`src/rtl/pong_pkg.sv`:
```
// Shared pong definitions: match states and serve directions.
// Imported by the match sequencer and the ball datapath.
package pong_pkg;

    typedef enum logic [1:0] {
        ST_IDLE     = 2'd0,
        ST_SERVE    = 2'd1,
        ST_PLAY     = 2'd2,
        ST_GAMEOVER = 2'd3
    } state_t;

    localparam logic DIR_LEFT  = 1'b0;
    localparam logic DIR_RIGHT = 1'b1;

    // Bits needed to hold max(a, b) - 1, never less than one.
    function automatic int timer_width(input int a, input int b);
        int m;
        m = ((a > b) ? a : b) - 1;
        return (m < 1) ? 1 : $clog2(m + 1);
    endfunction

endpackage

```
`src/rtl/pong_match_ctrl_tick_timer.sv`:
```
// Tick-enabled delay counter shared by the serve countdown
// and the game-over timeout.
module pong_tick_timer #(
    parameter int W = 8
) (
    input  logic         clk,
    input  logic         rst_n,
    input  logic         clr,
    input  logic         tick,
    input  logic [W-1:0] term,
    output logic         done
);

    logic [W-1:0] count;

    assign done = tick && (count == term);

    // Count ticks, wrap at terminal count, clear on state entry.
    always_ff @(posedge clk or negedge rst_n) begin
        if (!rst_n) begin
            count <= '0;
        end else if (clr) begin
            count <= '0;
        end else if (tick) begin
            count <= done ? '0 : count + 1'b1;
        end
    end

endmodule

```
`src/rtl/pong_match_ctrl.sv`:
```
// Pong match sequencer: game state, scores, serve direction
// and ball hold/launch control. All outputs are registered.
module pong_match_ctrl
    import pong_pkg::*;
#(
    parameter int WIN_SCORE      = 7,
    parameter int SCORE_BITS     = 4,
    parameter int SERVE_TICKS    = 180,
    parameter int GAMEOVER_TICKS = 600
) (
    input  logic                  clk,
    input  logic                  rst_n,
    input  logic                  tick,
    input  logic                  start,
    input  logic                  point_left,
    input  logic                  point_right,
    output logic                  ball_hold,
    output logic                  ball_launch,
    output logic                  launch_dir,
    output logic [SCORE_BITS-1:0] score_left,
    output logic [SCORE_BITS-1:0] score_right,
    output logic                  game_over,
    output logic                  winner
);

    localparam int TW = timer_width(SERVE_TICKS, GAMEOVER_TICKS);
    localparam logic [TW-1:0] SERVE_TERM = TW'(SERVE_TICKS - 1);
    localparam logic [TW-1:0] GO_TERM    = TW'(GAMEOVER_TICKS - 1);
    localparam logic [SCORE_BITS-1:0] WIN = SCORE_BITS'(WIN_SCORE);

    state_t                state, state_d;
    logic                  serve_dir, dir_d;
    logic [SCORE_BITS-1:0] sl_d, sr_d;
    logic                  win_d, launch_d, ldir_d;
    logic                  hold_d, over_d;
    logic                  timer_clr, timer_tick, timer_done;
    logic [TW-1:0]         timer_term;

    // The timer only runs in the two timed states.
    assign timer_tick = tick &&
        (state == ST_SERVE || state == ST_GAMEOVER);
    assign timer_term = (state == ST_SERVE) ? SERVE_TERM : GO_TERM;

    pong_tick_timer #(.W(TW)) u_timer (
        .clk   (clk),
        .rst_n (rst_n),
        .clr   (timer_clr),
        .tick  (timer_tick),
        .term  (timer_term),
        .done  (timer_done)
    );

    // State register.
    always_ff @(posedge clk or negedge rst_n) begin
        if (!rst_n) begin
            state <= ST_IDLE;
        end else begin
            state <= state_d;
        end
    end

    // Next state, score updates and next output values.
    always_comb begin
        state_d  = state;
        sl_d     = score_left;
        sr_d     = score_right;
        dir_d    = serve_dir;
        win_d    = winner;
        launch_d = 1'b0;
        ldir_d   = launch_dir;
        unique case (state)
            ST_IDLE: begin
                if (start) begin
                    state_d = ST_SERVE;
                    sl_d    = '0;
                    sr_d    = '0;
                    dir_d   = DIR_LEFT;
                end
            end
            ST_SERVE: begin
                if (timer_done) begin
                    state_d  = ST_PLAY;
                    launch_d = 1'b1;
                    ldir_d   = serve_dir;
                end
            end
            ST_PLAY: begin
                if (point_left && point_right) begin
                    // Simultaneous points replay the rally.
                    state_d = ST_SERVE;
                end else if (point_left) begin
                    sl_d = score_left + 1'b1;
                    if (sl_d == WIN) begin
                        state_d = ST_GAMEOVER;
                        win_d   = 1'b0;
                    end else begin
                        state_d = ST_SERVE;
                        dir_d   = DIR_LEFT;
                    end
                end else if (point_right) begin
                    sr_d = score_right + 1'b1;
                    if (sr_d == WIN) begin
                        state_d = ST_GAMEOVER;
                        win_d   = 1'b1;
                    end else begin
                        state_d = ST_SERVE;
                        dir_d   = DIR_RIGHT;
                    end
                end
            end
            ST_GAMEOVER: begin
                if (start) begin
                    state_d = ST_SERVE;
                    sl_d    = '0;
                    sr_d    = '0;
                end else if (timer_done) begin
                    state_d = ST_IDLE;
                end
            end
        endcase
        hold_d    = (state_d != ST_PLAY);
        over_d    = (state_d == ST_GAMEOVER);
        timer_clr = (state_d != state);
    end

    // Registered outputs, scores and serve direction.
    always_ff @(posedge clk or negedge rst_n) begin
        if (!rst_n) begin
            score_left  <= '0;
            score_right <= '0;
            serve_dir   <= 1'b0;
            winner      <= 1'b0;
            ball_hold   <= 1'b1;
            ball_launch <= 1'b0;
            launch_dir  <= 1'b0;
            game_over   <= 1'b0;
        end else begin
            score_left  <= sl_d;
            score_right <= sr_d;
            serve_dir   <= dir_d;
            winner      <= win_d;
            ball_hold   <= hold_d;
            ball_launch <= launch_d;
            launch_dir  <= ldir_d;
            game_over   <= over_d;
        end
    end

endmodule

```
`config.mk`:
```
export PLATFORM = sky130hd
export DESIGN_NAME = pong_match_ctrl
export DESIGN_NICKNAME = d
export VERILOG_FILES = /design/src/rtl/pong_pkg.sv /design/src/rtl/pong_match_ctrl_tick_timer.sv /design/src/rtl/pong_match_ctrl.sv
export SDC_FILE = /design/constraint.sdc
export NUM_CORES = 1
export LEC_CHECK = 0
export BUFFER_PORTS_ARGS = -buffer_cell sky130_fd_sc_hd__buf_2
export CORE_MARGIN = 5
export CORE_UTILIZATION = 55
export CTS_CLUSTER_DIAMETER = 40
export DETAILED_ROUTE_END_ITERATION = 8
export GPL_TIMING_DRIVEN = 1
export PLACE_DENSITY_LB_ADDON = 0.05
export SYNTH_ARGS = -nofsm -noshare
export SYNTH_HDL_FRONTEND = slang
export SYNTH_HIERARCHICAL = 1
export SYNTH_SLANG_ARGS = --single-unit
```
`constraint.sdc`:
```
create_clock -name clk -period 8.05 [get_ports clk]
set_clock_uncertainty 0.1 [all_clocks]
set_input_delay 0.4025 -clock clk [delete_from_list [all_inputs] [get_ports clk]]
set_output_delay 0.4025 -clock clk [all_outputs]
set_load 0.1 [all_outputs]
```
Word-level counts from Yosys, hierarchy flattened. Index checks and enable logic that the tools add are counted.

Register bits after elaboration: 26. Bits of input ports: 6. Output and inout port bits: 13. Logic and storage cells: 84.

Add/sub/neg operators: 3. Equality and inequality tests: 19. Mux-type cells: 35. Bitwise logic cells: 1. Reduce and logical (&&, ||, !) cells: 16.

Operators by type and width (count): $mux 10 (4); $mux 4 (6); $mux 2 (9); $pmux 4 s2 (2); $mux 1 (12); $ne 2x2->1 const B (6); $add 10x1->10 const B (1); $eq 10x10->1 (1); $reduce_and 5->1 (2); $reduce_bool 2->1 (5); $ne 3x3->1 const B (3); $add 4x1->4 const B (2); $eq 4x3->1 const B (2); $pmux 2 s4 (1); $eq 2x2->1 const B (3); $reduce_and 6->1 (1); $ne 2x1->1 const B (2); $reduce_and 4->1 (1); $logic_and 1x1->1 (3); $eq 2x1->1 const B (1); $logic_not 2->1 (1); $ne 2x2->1 (1); $pmux 1 s2 (1); $reduce_and 2->1 (1); 3 further kinds (3).

Logic depth before layout (Yosys ltp).
Depth in word-level cells: 9. Mapped depth: 16. Depth with buffers taken out: 15.

By module. The synthesis kept the hierarchy.

Modules (own cells, without submodules): pong_match_ctrl (instances 1, cells each 129, area each 1101.1 µm², seq. area each 401.6 µm²); pong_tick_timer (instances 1, cells each 63, area each 636.9 µm², seq. area each 250.2 µm²).

Worst setup path after synthesis. No wires, ideal clock.

Kind: flip-flop to flip-flop. Start: register state[1]. End: register u_timer.count[9]. Setup time: 0.131 ns. Arrival time: 3.077 ns. Data required time: 7.819 ns. Slack: 4.742 ns. Stages on the path, launching flop included: 16. Path buffers: 0. Period minus slack after synthesis: 3.308 ns. Path through: dfrtp_1 -> inv_1 -> ha_1 -> inv_1 -> xnor2_1 -> nand4_2 -> nor3_1 -> nand2b_1 -> a21oi_1 -> o21ai_0 -> and4_4 -> mux2i_1 -> o2111ai_2 -> nor4_2 -> xnor2_1 -> nor2_2.

Word-level cells in the longest chain between the ends: 9. Elaborated cells between the ends (all ways): 22. Those cells by class: 5 x eq/ne; 12 x mux; 5 x reduce/logical.

RTL lines: start, declared (RTL line pong_match_ctrl.sv:31) `state_t state, state_d;`; start signal, assigned (RTL line pong_match_ctrl.sv:58) `state <= state_d;`; $eq 2x1->1 (*) (RTL line pong_match_ctrl.sv:42) `assign timer_term = (state == ST_SERVE) ? SERVE_TERM : GO_TERM;`; $mux 10 (*) (RTL line pong_match_ctrl.sv:42); net timer_term[5] (RTL line pong_match_ctrl.sv:37) `logic [TW-1:0] timer_term;`; $eq 10x10->1 (*) (RTL line pong_match_ctrl_tick_timer.sv:16) `assign done = tick && (count == term);`; $logic_and 1x1->1 (*) (RTL line pong_match_ctrl_tick_timer.sv:16); net timer_done (RTL line pong_match_ctrl.sv:36) `logic timer_clr, timer_tick, timer_done;`; $mux 2 (RTL line pong_match_ctrl.sv:116) `end else if (timer_done) begin`; $mux 2 (RTL line pong_match_ctrl.sv:112) `if (start) begin`; $pmux 2 s4 (*) (RTL line pong_match_ctrl.sv:71) `unique case (state)`; $ne 2x2->1 (*) (RTL line pong_match_ctrl.sv:123) `timer_clr = (state_d != state);`; net timer_clr (RTL line pong_match_ctrl.sv:36); $mux 10 or $reduce_bool 2->1 (tied branches); end signal, assigned (RTL line pong_match_ctrl_tick_timer.sv:25) `count <= done ? '0 : count + 1'b1;`; end, declared (RTL line pong_match_ctrl_tick_timer.sv:14) `logic [W-1:0] count;`.

Mark *: on every way through the listed nets, which the timed path passes. The rest lies on a longest branch. The select of a mux whose other input is x is not followed. A chain may end at the register's enable or synchronous reset.

Worst setup path after layout. Same ends and word-level chain as after synthesis.

==> reports/metrics.cfg <==
[synth]
syn_inst=192
synth.most_common_cell=dfrtp_1
yosysTopAreaCell=dfrtp_1
syn_area_per_cell_sq_um=9.05
synth_top_family_by_area=simple AND/OR/NAND/NOR gates
synth-compound-area-share=0.179
synthAdderAreaFrac=0.0720
synth_flop_cell=dfrtp_1
synth.top_cell.area_share=0.360
synth_area_sq_um=1740
synth.area.mux_share=0.0122
seq_area_frac_synth=0.375
yosysWarnings=6
synthTopCellsByCount=dfrtp_1, nand2_1, nor2_1
yosys.area_share.simple=0.201
ys_ff_latch=26
ys_types=46
synth-xor-area-share=0.106
synthArstFlopShare=1.00
synth-edff-count=0
synth.area.top_cells=dfrtp_1, ha_1, xnor2_1

[clock_network]
cts.sink_count=26
cts-root-buf=clkbuf_4
clk_path_buf_depth=2
numCtsBuffers=3
insertion_delay_ns=0.32
cts_resized=0
clkTransAtPathRegs_ns=0.14
tritoncts=done
htreeDepth=1

[critical_path]
r2r_slack_ns=3.90
start_kind=flop
cpLargestDelayFamily=simple AND/OR/NAND/NOR gates
worstPathArrival_ns=4.26
worst_path_largest_cell_delay_ns=0.47
crit_slowest_cell=dfrtp_1
cp_cell_sequence=inv_1 -> ha_1 -> nor2_1 -> nor2b_1 -> nand4_1 -> nor3_1 -> nand2b_1 -> a21oi_1 -> o21ai_0 -> and4_4 -> mux2i_1 -> o2111ai_2 -> nor4_2 -> xnor2_1 -> nor2_2
worst-path-stages=15
worst-path-buf-inv=1
r2r_start=state[1]
cp_max_fo=8
crit_type=flop to flop
cp-end-kind=flop
critPathRequiredTime_ns=8.16
ff2ff_path_depth=15
rr_endpoint=u_timer/count[9]

[placed_design]
globalplace.congestion=0.918
port_buffers=18
placed_area_sq_um=1860
dp_hpwl_um=2630

[sta]
hold_viol=0
relSlewSlack=0.604
fin_setup_tns_ns=0
rsz0062_at_grt=no
setup_violations=0
post-route-period-util=0.516
max_freq_ghz=0.241
min_period_ns=4.15
worst_slew_pin_slew_ns=0.594
slew_viol_final=0

[floorplan]
die_area_sq_um=4380
initial_core_util=0.569
die_y_um=66.2
fp.dieW_um=66.2
num_io_pins=19
rows=20
core_area_sq_um=3050

[power]
p_per_area_nw_per_um2=260
p_leak_nw=0.888
irDropWorstVdd_uv=351

[job]
cap_violations=0

[grt]
track_usage=0.174
gr-total-overflow=0
grt_pass1_vias=1332
grt_max_degree=27
antenna_found_initial=0
grt_first_pass_wirelength_um=5940

[route]
via_per_inst=5.55
route.detailed.wl_per_inst_um=13.4
drt_iter0_markers=128
drt_pass1_iterations=4
routed_wl_um=3450
drc=0
vias=1426
final_antenna_net_count=0

[hold_path]
hold_start=point_left
worstHoldPathType=input pin to flop
min_to=winner
hold_depth=2

[final_layout]
n_fill_cell=266
finalInstanceArea_sq_um=1900
syn2layout_area_growth_pct=9.43
diodes=0
layout.nets=230
drive_above_1_share=0.155

[outcome]
outcome=finished clean

## cells in the final DEF, fill, tap and decap left out, types with 3 or more instances in the layout
cell	instances
nand2b_1	5
xnor2_1	14
nand3_1	5
nand2_1	20
dfrtp_1	25
nand4_1	4
inv_1	13
conb_1	5
a21oi_1	7
clkbuf_4	3
ha_1	10
buf_2	18
nor2_1	20
xor2_1	7
o21ai_0	16
## state kept, by name (all words and copies together) (netlist names)
register and flops:
ball_launch 1, serve_dir 1, ball_hold 1, winner 1
game_over 1, u_timer/count 10, state 2, score_left 4
launch_dir 1, score_right 4
## report_power, final
part / internal [mW] / switching, mW
registers: 0.151 / 0.0319
clock network: 0.0276 / 0.0376
logic: 0.0732 / 0.174
## cells by family (layout without fill, tap and decap cells)
logic type | count (synthesis) | in the layout
AO/OA/AOI/OAI | 45 | 45
AND/OR/NAND/NOR | 68 | 68
adder cells (fa/ha/maj) | 10 | 10
other | 2 | 5
XOR/XNOR | 21 | 21
flip-flops | 26 | 26
multiplexers | 2 | 2
buffers and inverters | 18 | 36
## routing by layer
metal | share of wire | track usage | vias to the layer above
li1 | - | - | 699
met1 | 0.44 | 0.224 | 690
met2 | 0.51 | 0.304 | 31
met3 | 0.035 | 0.0204 | 6
met4 | 0.015 | 0.0533 | 0
met5 | 0 | 0 | -
## per-stage QoR
step,total power [mW],setup slack [ns],utilization,hold slack [ns],std cells
after detailed placement,0.431,4.00,0.608,0.341,252
after global routing,0.533,3.58,0.623,0.297,257
after floorplan,0.386,4.74,-,0.00691,195
final,0.495,3.90,0.623,0.277,257
after global placement,0.426,4.24,0.608,0.328,252
after CTS,0.498,3.98,0.623,0.269,257
## layout make-up
| type | instances | area, sq um | area share |
|---|---|---|---|
| Clock buffer | 4 | 36.3 | 0.0191 |
| Inverter | 13 | 48.8 | 0.0257 |
| Multi-Input combinational cell | 151 | 1010 | 0.531 |
| Sequential cell | 26 | 652 | 0.343 |
| Tap cell | 44 | 55.1 | 0.0289 |
| Timing Repair Buffer | 19 | 100 | 0.0526 |
## timing repair
item,in CTS,in global routing
setup buffers,0,0
endpoints found under the hold margin,25,0
hold buffers,1,0
## worst max-delay path by stage
| stage | start | to | slack, ns |
|---|---|---|---|
| floorplan | state[1] | u_timer/count[9] | 4.74 |
| global placement | state[1] | u_timer/count[9] | 4.24 |
| detailed placement | state[1] | u_timer/count[9] | 4.00 |
| CTS | state[1] | u_timer/count[9] | 3.98 |
| global route | state[1] | u_timer/count[9] | 3.58 |
| finish | state[1] | u_timer/count[9] | 3.90 |
Power figures use the tool's default switching activity.
